File: src/rtl/systolic_job_arbiter.sv
// Two-client, job-granular arbiter for one shared systolic array.
// Streams one size*size job per grant, waits out the drain latency, then holds a read window.
module systolic_job_arbiter #(
    parameter int size         = 16,
    parameter int nbits        = 16,
    parameter int DRAIN_CYCLES = 3*size-2,
    localparam int SW          = (size > 1) ? $clog2(size) : 1
) (
    input  logic              clk,
    input  logic              rst,
    input  logic [1:0]        cl_req,
    input  logic [1:0]        cl_release,
    input  logic [2*nbits-1:0] cl_x_msg,
    input  logic [1:0]        cl_x_val,
    output logic [1:0]        cl_x_rdy,
    input  logic [2*nbits-1:0] cl_w_msg,
    input  logic [1:0]        cl_w_val,
    output logic [1:0]        cl_w_rdy,
    input  logic [2*SW-1:0]   cl_rsel,
    input  logic [2*SW-1:0]   cl_csel,
    output logic [nbits-1:0]  cl_out,
    output logic [1:0]        cl_out_val,
    output logic [1:0]        grant,
    output logic              busy,
    output logic [nbits-1:0]  arr_x_msg,
    output logic              arr_x_val,
    input  logic              arr_x_rdy,
    output logic [nbits-1:0]  arr_w_msg,
    output logic              arr_w_val,
    input  logic              arr_w_rdy,
    output logic [SW-1:0]     arr_rsel,
    output logic [SW-1:0]     arr_csel,
    input  logic [nbits-1:0]  arr_out
);
    localparam int JOB_WORDS = size*size;
    localparam int CW        = $clog2(JOB_WORDS+1);
    localparam int DW        = $clog2(DRAIN_CYCLES+1);
    localparam logic [CW-1:0] JOB_C   = CW'(JOB_WORDS);
    localparam logic [DW-1:0] DRAIN_C = DW'(DRAIN_CYCLES);

    typedef enum logic [1:0] {IDLE, STREAM, DRAIN, READ} state_t;

    state_t        state_q, state_d;
    logic [1:0]    grant_q, grant_d;
    logic          ptr_q, ptr_d;
    logic [CW-1:0] x_cnt_q, x_cnt_d, w_cnt_q, w_cnt_d;
    logic [DW-1:0] drain_cnt_q, drain_cnt_d;

    logic own, pick, x_open, w_open;

    assign own    = grant_q[1];
    assign x_open = (x_cnt_q < JOB_C);
    assign w_open = (w_cnt_q < JOB_C);
    assign grant  = grant_q;
    assign busy   = (state_q != IDLE);
    assign cl_out = arr_out;

    always_ff @(posedge clk) begin
        if (rst) begin
            state_q     <= IDLE;
            grant_q     <= 2'b00;
            ptr_q       <= 1'b0;
            x_cnt_q     <= '0;
            w_cnt_q     <= '0;
            drain_cnt_q <= '0;
        end else begin
            state_q     <= state_d;
            grant_q     <= grant_d;
            ptr_q       <= ptr_d;
            x_cnt_q     <= x_cnt_d;
            w_cnt_q     <= w_cnt_d;
            drain_cnt_q <= drain_cnt_d;
        end
    end

    always_comb begin
        state_d     = state_q;
        grant_d     = grant_q;
        ptr_d       = ptr_q;
        x_cnt_d     = x_cnt_q;
        w_cnt_d     = w_cnt_q;
        drain_cnt_d = drain_cnt_q;
        pick        = ptr_q;
        cl_x_rdy    = 2'b00;
        cl_w_rdy    = 2'b00;
        arr_x_val   = 1'b0;
        arr_w_val   = 1'b0;
        arr_rsel    = '0;
        arr_csel    = '0;
        cl_out_val  = 2'b00;
        arr_x_msg   = own ? cl_x_msg[2*nbits-1:nbits] : cl_x_msg[nbits-1:0];
        arr_w_msg   = own ? cl_w_msg[2*nbits-1:nbits] : cl_w_msg[nbits-1:0];

        case (state_q)
            IDLE: begin
                // The pointer side wins ties; it flips to the other client on release.
                if (cl_req[ptr_q] || cl_req[!ptr_q]) begin
                    pick    = cl_req[ptr_q] ? ptr_q : !ptr_q;
                    grant_d = pick ? 2'b10 : 2'b01;
                    state_d = STREAM;
                    x_cnt_d = '0;
                    w_cnt_d = '0;
                end
            end
            STREAM: begin
                arr_x_val      = cl_x_val[own] & x_open;
                arr_w_val      = cl_w_val[own] & w_open;
                cl_x_rdy[own]  = arr_x_rdy & x_open;
                cl_w_rdy[own]  = arr_w_rdy & w_open;
                if (arr_x_val && arr_x_rdy) x_cnt_d = x_cnt_q + 1'b1;
                if (arr_w_val && arr_w_rdy) w_cnt_d = w_cnt_q + 1'b1;
                if (x_cnt_d == JOB_C && w_cnt_d == JOB_C) begin
                    state_d     = DRAIN;
                    drain_cnt_d = DRAIN_C;
                end
            end
            DRAIN: begin
                if (drain_cnt_q <= DW'(1)) state_d = READ;
                if (drain_cnt_q != '0) drain_cnt_d = drain_cnt_q - 1'b1;
            end
            READ: begin
                arr_rsel        = own ? cl_rsel[2*SW-1:SW] : cl_rsel[SW-1:0];
                arr_csel        = own ? cl_csel[2*SW-1:SW] : cl_csel[SW-1:0];
                cl_out_val[own] = 1'b1;
                if (cl_release[own]) begin
                    state_d = IDLE;
                    grant_d = 2'b00;
                    ptr_d   = !own;
                end
            end
            default: state_d = IDLE;
        endcase
    end
endmodule

File: config.mk
export PLATFORM = sky130hd
export DESIGN_NAME = systolic_job_arbiter
export DESIGN_NICKNAME = d
export VERILOG_FILES = /design/src/rtl/systolic_job_arbiter.sv
export SDC_FILE = /design/constraint.sdc
export NUM_CORES = 1
export LEC_CHECK = 0
export CORE_MARGIN = 4
export CORE_UTILIZATION = 36
export DETAILED_ROUTE_END_ITERATION = 6
export PLACE_DENSITY = 0.78
export REMOVE_ABC_BUFFERS = 1
export SLEW_MARGIN = 20
export SYNTH_ARGS = -nofsm -noshare
export SYNTH_HDL_FRONTEND = slang
export SYNTH_SLANG_ARGS = --single-unit
export TNS_END_PERCENT = 50
File: constraint.sdc
create_clock -name clk -period 3.21 [get_ports clk]
set_clock_uncertainty 0.2 [all_clocks]
set_input_delay 0.642 -clock clk [delete_from_list [all_inputs] [get_ports clk]]
set_output_delay 0.642 -clock clk [all_outputs]
set_load 0.005 [all_outputs]
==> results of run 1 <==
==> per-stage QoR <==
step | TNS [ps] | area, um2 | power (uW) | setup slack [ps] | utilization, %
2_1_floorplan | -3859 | 2384 | 1161 | -590.0 | -
3_3_place_gp | -231.0 | 4076 | 1735 | -87.17 | 59.34
3_5_place_dp | -441.6 | 4076 | 1772 | -152.8 | 59.34
4_1_cts | 0 | 4159 | 2066 | 102.6 | 60.55
5_1_grt | 0 | 4172 | 2219 | 40.79 | 60.73
6_report | 0 | 4172 | 2070 | 184.8 | 60.73
==> flip-flops by register name, summed over array words and instances (netlist names) <==
register     count
w_cnt_q          9
x_cnt_q          9
drain_cnt_q      6
grant            2
state_q          2
ptr_q            1
==> cells in the final DEF (no fill, tap or decap), types with 3 or more instances in the layout <==
master,synthesis,layout
nor3_1,9,9
a22oi_1,3,3
mux2i_1,11,11
nor2b_1,12,11
clkbuf_8,0,5
and3_1,6,6
nand3_1,9,9
mux2_2,33,33
a21oi_1,13,13
dfxtp_1,29,28
buf_4,17,20
o21ai_0,15,15
nor2_1,33,33
inv_1,8,8
a32oi_1,4,4
nor4_1,4,3
nand2b_1,4,4
ha_1,8,8
xnor2_1,3,3
nand2_1,25,25
clkdlybuf4s50_1,0,142
o32ai_1,3,3
and2_1,3,3
a311oi_1,5,5
==> cell usage after synthesis (3+ instances only) <==
cell type and number:
a22oi_1 3, nand3_1 9, nor2b_1 12, a32oi_1 4, dfxtp_1 29, and3_1 6
o21ai_0 15, nor2_1 33, buf_4 17, mux2i_1 11, ha_1 8, a21oi_1 13
a311oi_1 5, nor3_1 9, clkbuf_1 17, nor4_1 4, nand2_1 25, and2_1 3
inv_1 8, xnor2_1 3, o32ai_1 3, mux2_2 33, nand2b_1 4
==> cell type report <==
| type | count | area share, % |
|---|---|---|
| timing repair buffer | 162 | 37.67 |
| tap | 96 | 2.879 |
| inverter | 8 | 0.7199 |
| multi-input combinational | 249 | 42.80 |
| clock buffer | 6 | 1.740 |
| sequential | 29 | 13.95 |
| clock inverter | 2 | 0.2400 |
==> cells by family (layout without fill, tap and decap cells) <==
logic type               after synthesis  in the layout  share of synthesized area (%)
AND/OR/NAND/NOR                      123            123                          24.65
adder cells (fa/ha/maj)                8              8                          3.882
multiplexers                          45             45                          19.21
flip-flops                            29             29                          22.51
buffers and inverters                 43            178                          8.733
XOR/XNOR                               5              5                          1.699
AO/OA/AOI/OAI                         68             68                          19.31
==> power by group through the flow <==
stage          clock [uW]  combinational [uW]  sequential (uW)
2_1_floorplan           0                 672              489
3_3_place_gp            0                1270              463
3_5_place_dp            0                1310              465
4_1_cts               298                1310              458
5_1_grt               311                1440              465
6_report              294                1320              458
==> metal layers <==
layer / up-vias / track usage (%) / routed length, um
li1: 1436 / - / -
met1: 1344 / 22.41 / 3526
met2: 122 / 36.13 / 4539
met3: 4 / 7.880 / 864
met4: 0 / 2.686 / 39
met5: - / 0 / 0
==> worst max-delay path, cell delays in order <==
cell and delay [ps]:
clkdlybuf4s50_1 510, nand2b_1 110, nor4b_1 350, buf_4 190, mux2i_1 180, o2111ai_1 140, buf_4 160, o31ai_2 270
o21ai_2 140, o32ai_1 310
==> worst max path at each step <==
| stage | from | endpoint | cells after the start |
|---|---|---|---|
| after floorplan | grant[1] | drain_cnt_q[4] | 7 |
| after global placement | arr_x_rdy | drain_cnt_q[4] | 8 |
| after detailed placement | arr_x_rdy | drain_cnt_q[5] | 9 |
| after CTS | arr_x_rdy | drain_cnt_q[5] | 10 |
| after global routing | arr_x_rdy | drain_cnt_q[5] | 10 |
| final | arr_x_rdy | drain_cnt_q[5] | 10 |
==> flow_summary.yaml, run 1 <==
die:
  fp.dieH_um: 92.64
  die_area_mm2: 0.008581
  initial_utilization_pct: 37.54
  rows: 30
  fp.dieW_um: 92.64
  core_area_mm2: 0.006869
  io_pins: 175
final_layout:
  fin_cells: 552
  nNetsFinal: 571
  drive_gt1_share_pct: 15.57
  antenna_cells: 0
  fillers: 617
  seq_area_um2: 581.8
  multi_input_area_mm2: 0.001785
  synthToLayoutAreaGrowth_pct: 61.77
yosys:
  seq_area_frac_synth_pct: 22.51
  synth_cells: 321
  synth_top_cell_area_share_pct: 22.51
  syn_area_mm2: 0.002579
  synth_ff_type: "dfxtp_1"
  synth_warnings: 0
  synth_area_leaders: "dfxtp_1 (23%), mux2_2 (14%), buf_4 (4.9%)"
  synth.distinct_cells: 56
  synth_edf_count: 0
  syn-mean-instance-area_um2: 8.033
  ys_seq_elements: 29
  synthArstFlopShare_pct: 0
  synth_top_area_cell: "dfxtp_1"
placement:
  dpl.cell_count: 544
  dp_hpwl_mm: 7.017
  place.gp.congestion: 0.9029
  io_buffers: 142
power_and_ir_drop:
  p_sw_uw: 831.1
  seq_power_share_pct: 22.1
  p_clk_share_pct: 14.2
  powerDensity_mw_per_mm2: 496.2
  pwr-share-comb_pct: 63.7
  power_leakage_uw: 0.001565
  p_int_uw: 1239
  ir_worst_vdd_mv: 0.3015
  switching_share_pct: 40.15
clock_tree:
  holdBufCountCts: 0
  postCtsResizedCells: 0
  cts_max_path_buffers: 2
  clock-sinks: 29
  htree_num_levels: 2
  path_clk_slew_ps: 70
  cts_setup_buffers: 0
  cts-root-buf: "clkbuf_8"
  clk_latency_ps: 290
  cts_inserted_buffers: 5
  cts_tree: "done"
grt:
  antenna_found_initial: 0
  grt_pass1_vias: 2730
  grt_pass1_wl_mm: 13.90
  grt_max_degree: 47
  grt_overflow: 0
  grt_use_total_pct: 19.89
worst_setup_path:
  r2r_setup_slack_ps: 300
  worst_setup_path_start_kind: "primary input"
  crit_path_end_kind: "flip-flop"
  reg2reg_depth: 9
  path_max_fanout: 4
  r2r_end: "drain_cnt_q[5]"
  arrival_ps: 3010
  r2r-start: "x_cnt_q[0]"
  crit_required_ps: 3200
  path_class: "primary input to flip-flop"
status:
  status: "finished, final reports clean"
worst_hold_path:
  hp-start: "grant[0]"
  hp-class: "flip-flop to flip-flop"
  worstHoldEndpoint: "grant[0]"
  hold_depth: 2
sta:
  worstMarginPinSlew_ps: 583.3
  hold_viol: 0
  whs_ps: 288.5
  finalCriticalPeriod_ps: 3025
  slew_headroom_pct: 61.11
  max_freq_mhz: 330.6
  setup_viol_count_final: 0
  timing.final.crit_share_pct: 94.24
  rsz0062_at_grt: "no"
  drv_slew: 0
drt:
  wl_per_cell_um: 16.25
  drcViolationCount: 0
  drtPass1Iterations: 4
  dr_total_vias: 2906
  wirelength_mm: 8.969
  ant_nets: 0
  drt_iter0_markers: 167
  avgViaCountPerCell: 5.264
run:
  cap_violations: 0
Note: power is estimated with default switching activity, not from simulation.
==> inputs of run 2 (changes only) <==
--- a/config.mk
+++ b/config.mk
@@ -5,10 +5,12 @@
 export SDC_FILE = /design/constraint.sdc
 export NUM_CORES = 1
 export LEC_CHECK = 0
+export CELL_PAD_IN_SITES_DETAIL_PLACEMENT = 0
+export CELL_PAD_IN_SITES_GLOBAL_PLACEMENT = 1
 export CORE_MARGIN = 4
-export CORE_UTILIZATION = 36
+export CORE_UTILIZATION = 24
 export DETAILED_ROUTE_END_ITERATION = 6
-export PLACE_DENSITY = 0.78
+export PLACE_DENSITY = 0.77
 export REMOVE_ABC_BUFFERS = 1
 export SLEW_MARGIN = 20
 export SYNTH_ARGS = -nofsm -noshare
==> flow_summary.yaml, run 2 (synthesis results as in run 1) <==
die:
  rows: 37
  die_area_mm2: 0.01247
  io_pins: 175
  fp.dieW_um: 111.7
  core_area_mm2: 0.01042
  fp.dieH_um: 111.7
  initial_utilization_pct: 24.76
run:
  cap_violations: 0
power_and_ir_drop:
  p_int_uw: 1340
  finalPower_uw: 2171
  p_clk_share_pct: 18.5
  switching_share_pct: 38.28
  ir_worst_vdd_mv: 0.2620
  p_sw_uw: 831.2
  power_leakage_uw: 0.001583
  powerDensity_mw_per_mm2: 509.5
  pwr-share-comb_pct: 60.3
  seq_power_share_pct: 21.2
sta:
  setup_viol_count_final: 0
  worstMarginPinSlew_ps: 504.0
  drv_slew: 0
  rsz0062_at_grt: "no"
  fin_ws_ps: 178.3
  slew_headroom_pct: 66.40
  whs_ps: 301.4
  max_freq_mhz: 329.8
  timing.final.crit_share_pct: 94.45
  finalCriticalPeriod_ps: 3032
  hold_viol: 0
grt:
  antenna_found_initial: 0
  grt_use_total_pct: 13.55
  grt_pass1_vias: 2812
  grt_max_degree: 49
  grt_pass1_wl_mm: 14.10
  grt_overflow: 0
worst_setup_path:
  path_max_fanout: 8
  arrival_ps: 3000
  crit_required_ps: 3170
  path_class: "primary input to flip-flop"
  crit_path_end_kind: "flip-flop"
  worst_setup_path_start_kind: "primary input"
placement:
  pre_cts_ws_ps: -169.6
  dp_hpwl_mm: 7.046
  place.gp.congestion: 0.8378
  io_buffers: 142
final_layout:
  mostFrequentLayoutCell: "clkdlybuf4s50_1"
  drive_gt1_share_pct: 15.35
  largestRegisters: "w_cnt_q (9), x_cnt_q (9), drain_cnt_q (6)"
  synthToLayoutAreaGrowth_pct: 65.26
  multi_input_area_mm2: 0.001779
  fillers: 1030
  antenna_cells: 0
  nNetsFinal: 571
  utilization_pct: 40.91
  final_cell_mix: "clkdlybuf4s50_1 (142), nor2_1 (33), mux2_2 (33), dfxtp_1 (28), nand2_1 (25)"
  seq_area_um2: 581.8
worst_hold_path:
  hp-class: "flip-flop to flip-flop"
clock_tree:
  postCtsResizedCells: 0
  cts_max_path_buffers: 2
  holdBufCountCts: 0
  clk_latency_ps: 290
  clock-sinks: 29
  htree_num_levels: 2
  path_clk_slew_ps: 60
  cts_setup_buffers: 0
  cts_inserted_buffers: 5
  cts_tree: "done"
  cts-root-buf: "clkbuf_8"
drt:
  avgViaCountPerCell: 4.889
  dr_total_vias: 2894
  wl_per_cell_um: 15.12
  drt_iter0_markers: 95
  ant_nets: 0
  wirelength_mm: 8.950
  drtPass1Iterations: 4
  drcViolationCount: 0
status:
  status: "finished, final reports clean"
==> run 2: changes by cell type in the layout (fill, tap and decap cells not counted), sizes merged <==
cell	previous run	this run
bufinv	0	1
clkbuf	6	7
clkinv	2	0
==> run 2: area by class of cell <==
class                           count  area share, %
Multi-Input combinational cell    249          41.75
Clock inverter                      1         0.7046
Tap cell                          136          3.993
Clock buffer                        7          2.026
Inverter                            8         0.7046
Timing Repair Buffer              162          37.17
Sequential cell                    29          13.65
==> run 2: final timing paths <==
| check | from | endpoint | slack, ps | depth (start not counted) |
|---|---|---|---|---|
| min reg2reg | grant[0] | grant[0] | 300 | 2 |
| max reg2reg | x_cnt_q[0] | drain_cnt_q[4] | 320 | 8 |
| min | grant[0] | grant[0] | 300 | 2 |
| max | arr_x_rdy | drain_cnt_q[4] | 180 | 8 |
==> run 2: power by group through the flow <==
| stage | registers, uW | clock network, uW | logic (uW) |
|---|---|---|---|
| 6_report | 460 | 402 | 1310 |
| 5_1_grt | 466 | 426 | 1450 |
| 4_1_cts | 459 | 415 | 1310 |
| 3_5_place_dp | 466 | 0 | 1300 |
| 3_3_place_gp | 466 | 0 | 1290 |
| 2_1_floorplan | 489 | 0 | 672 |
==> run 2: per-layer routing <==
metal	GRT usage, %	wire length [um]	share of wire [%]
met1	16.09	3816	43
met2	23.74	4316	48
met3	4.674	759	8.5
met4	2.676	57	0.64
met5	0	0	0
==> run 2: stage by stage <==
stage	cells	area, um2	setup TNS (ps)
6_report	592	4262	0
5_1_grt	592	4262	0
4_1_cts	592	4255	0
3_5_place_dp	584	4139	-681.3
3_3_place_gp	584	4139	-357.0
2_1_floorplan	286	2384	-3859
==> run 2: critical path, cell delays in order <==
cell             delay (ps)
clkdlybuf4s50_1         520
nand2b_1                120
or4_1                   510
a22oi_1                 180
o2111ai_1               170
o31a_2                  440
o311ai_2                310
o41ai_2                 110
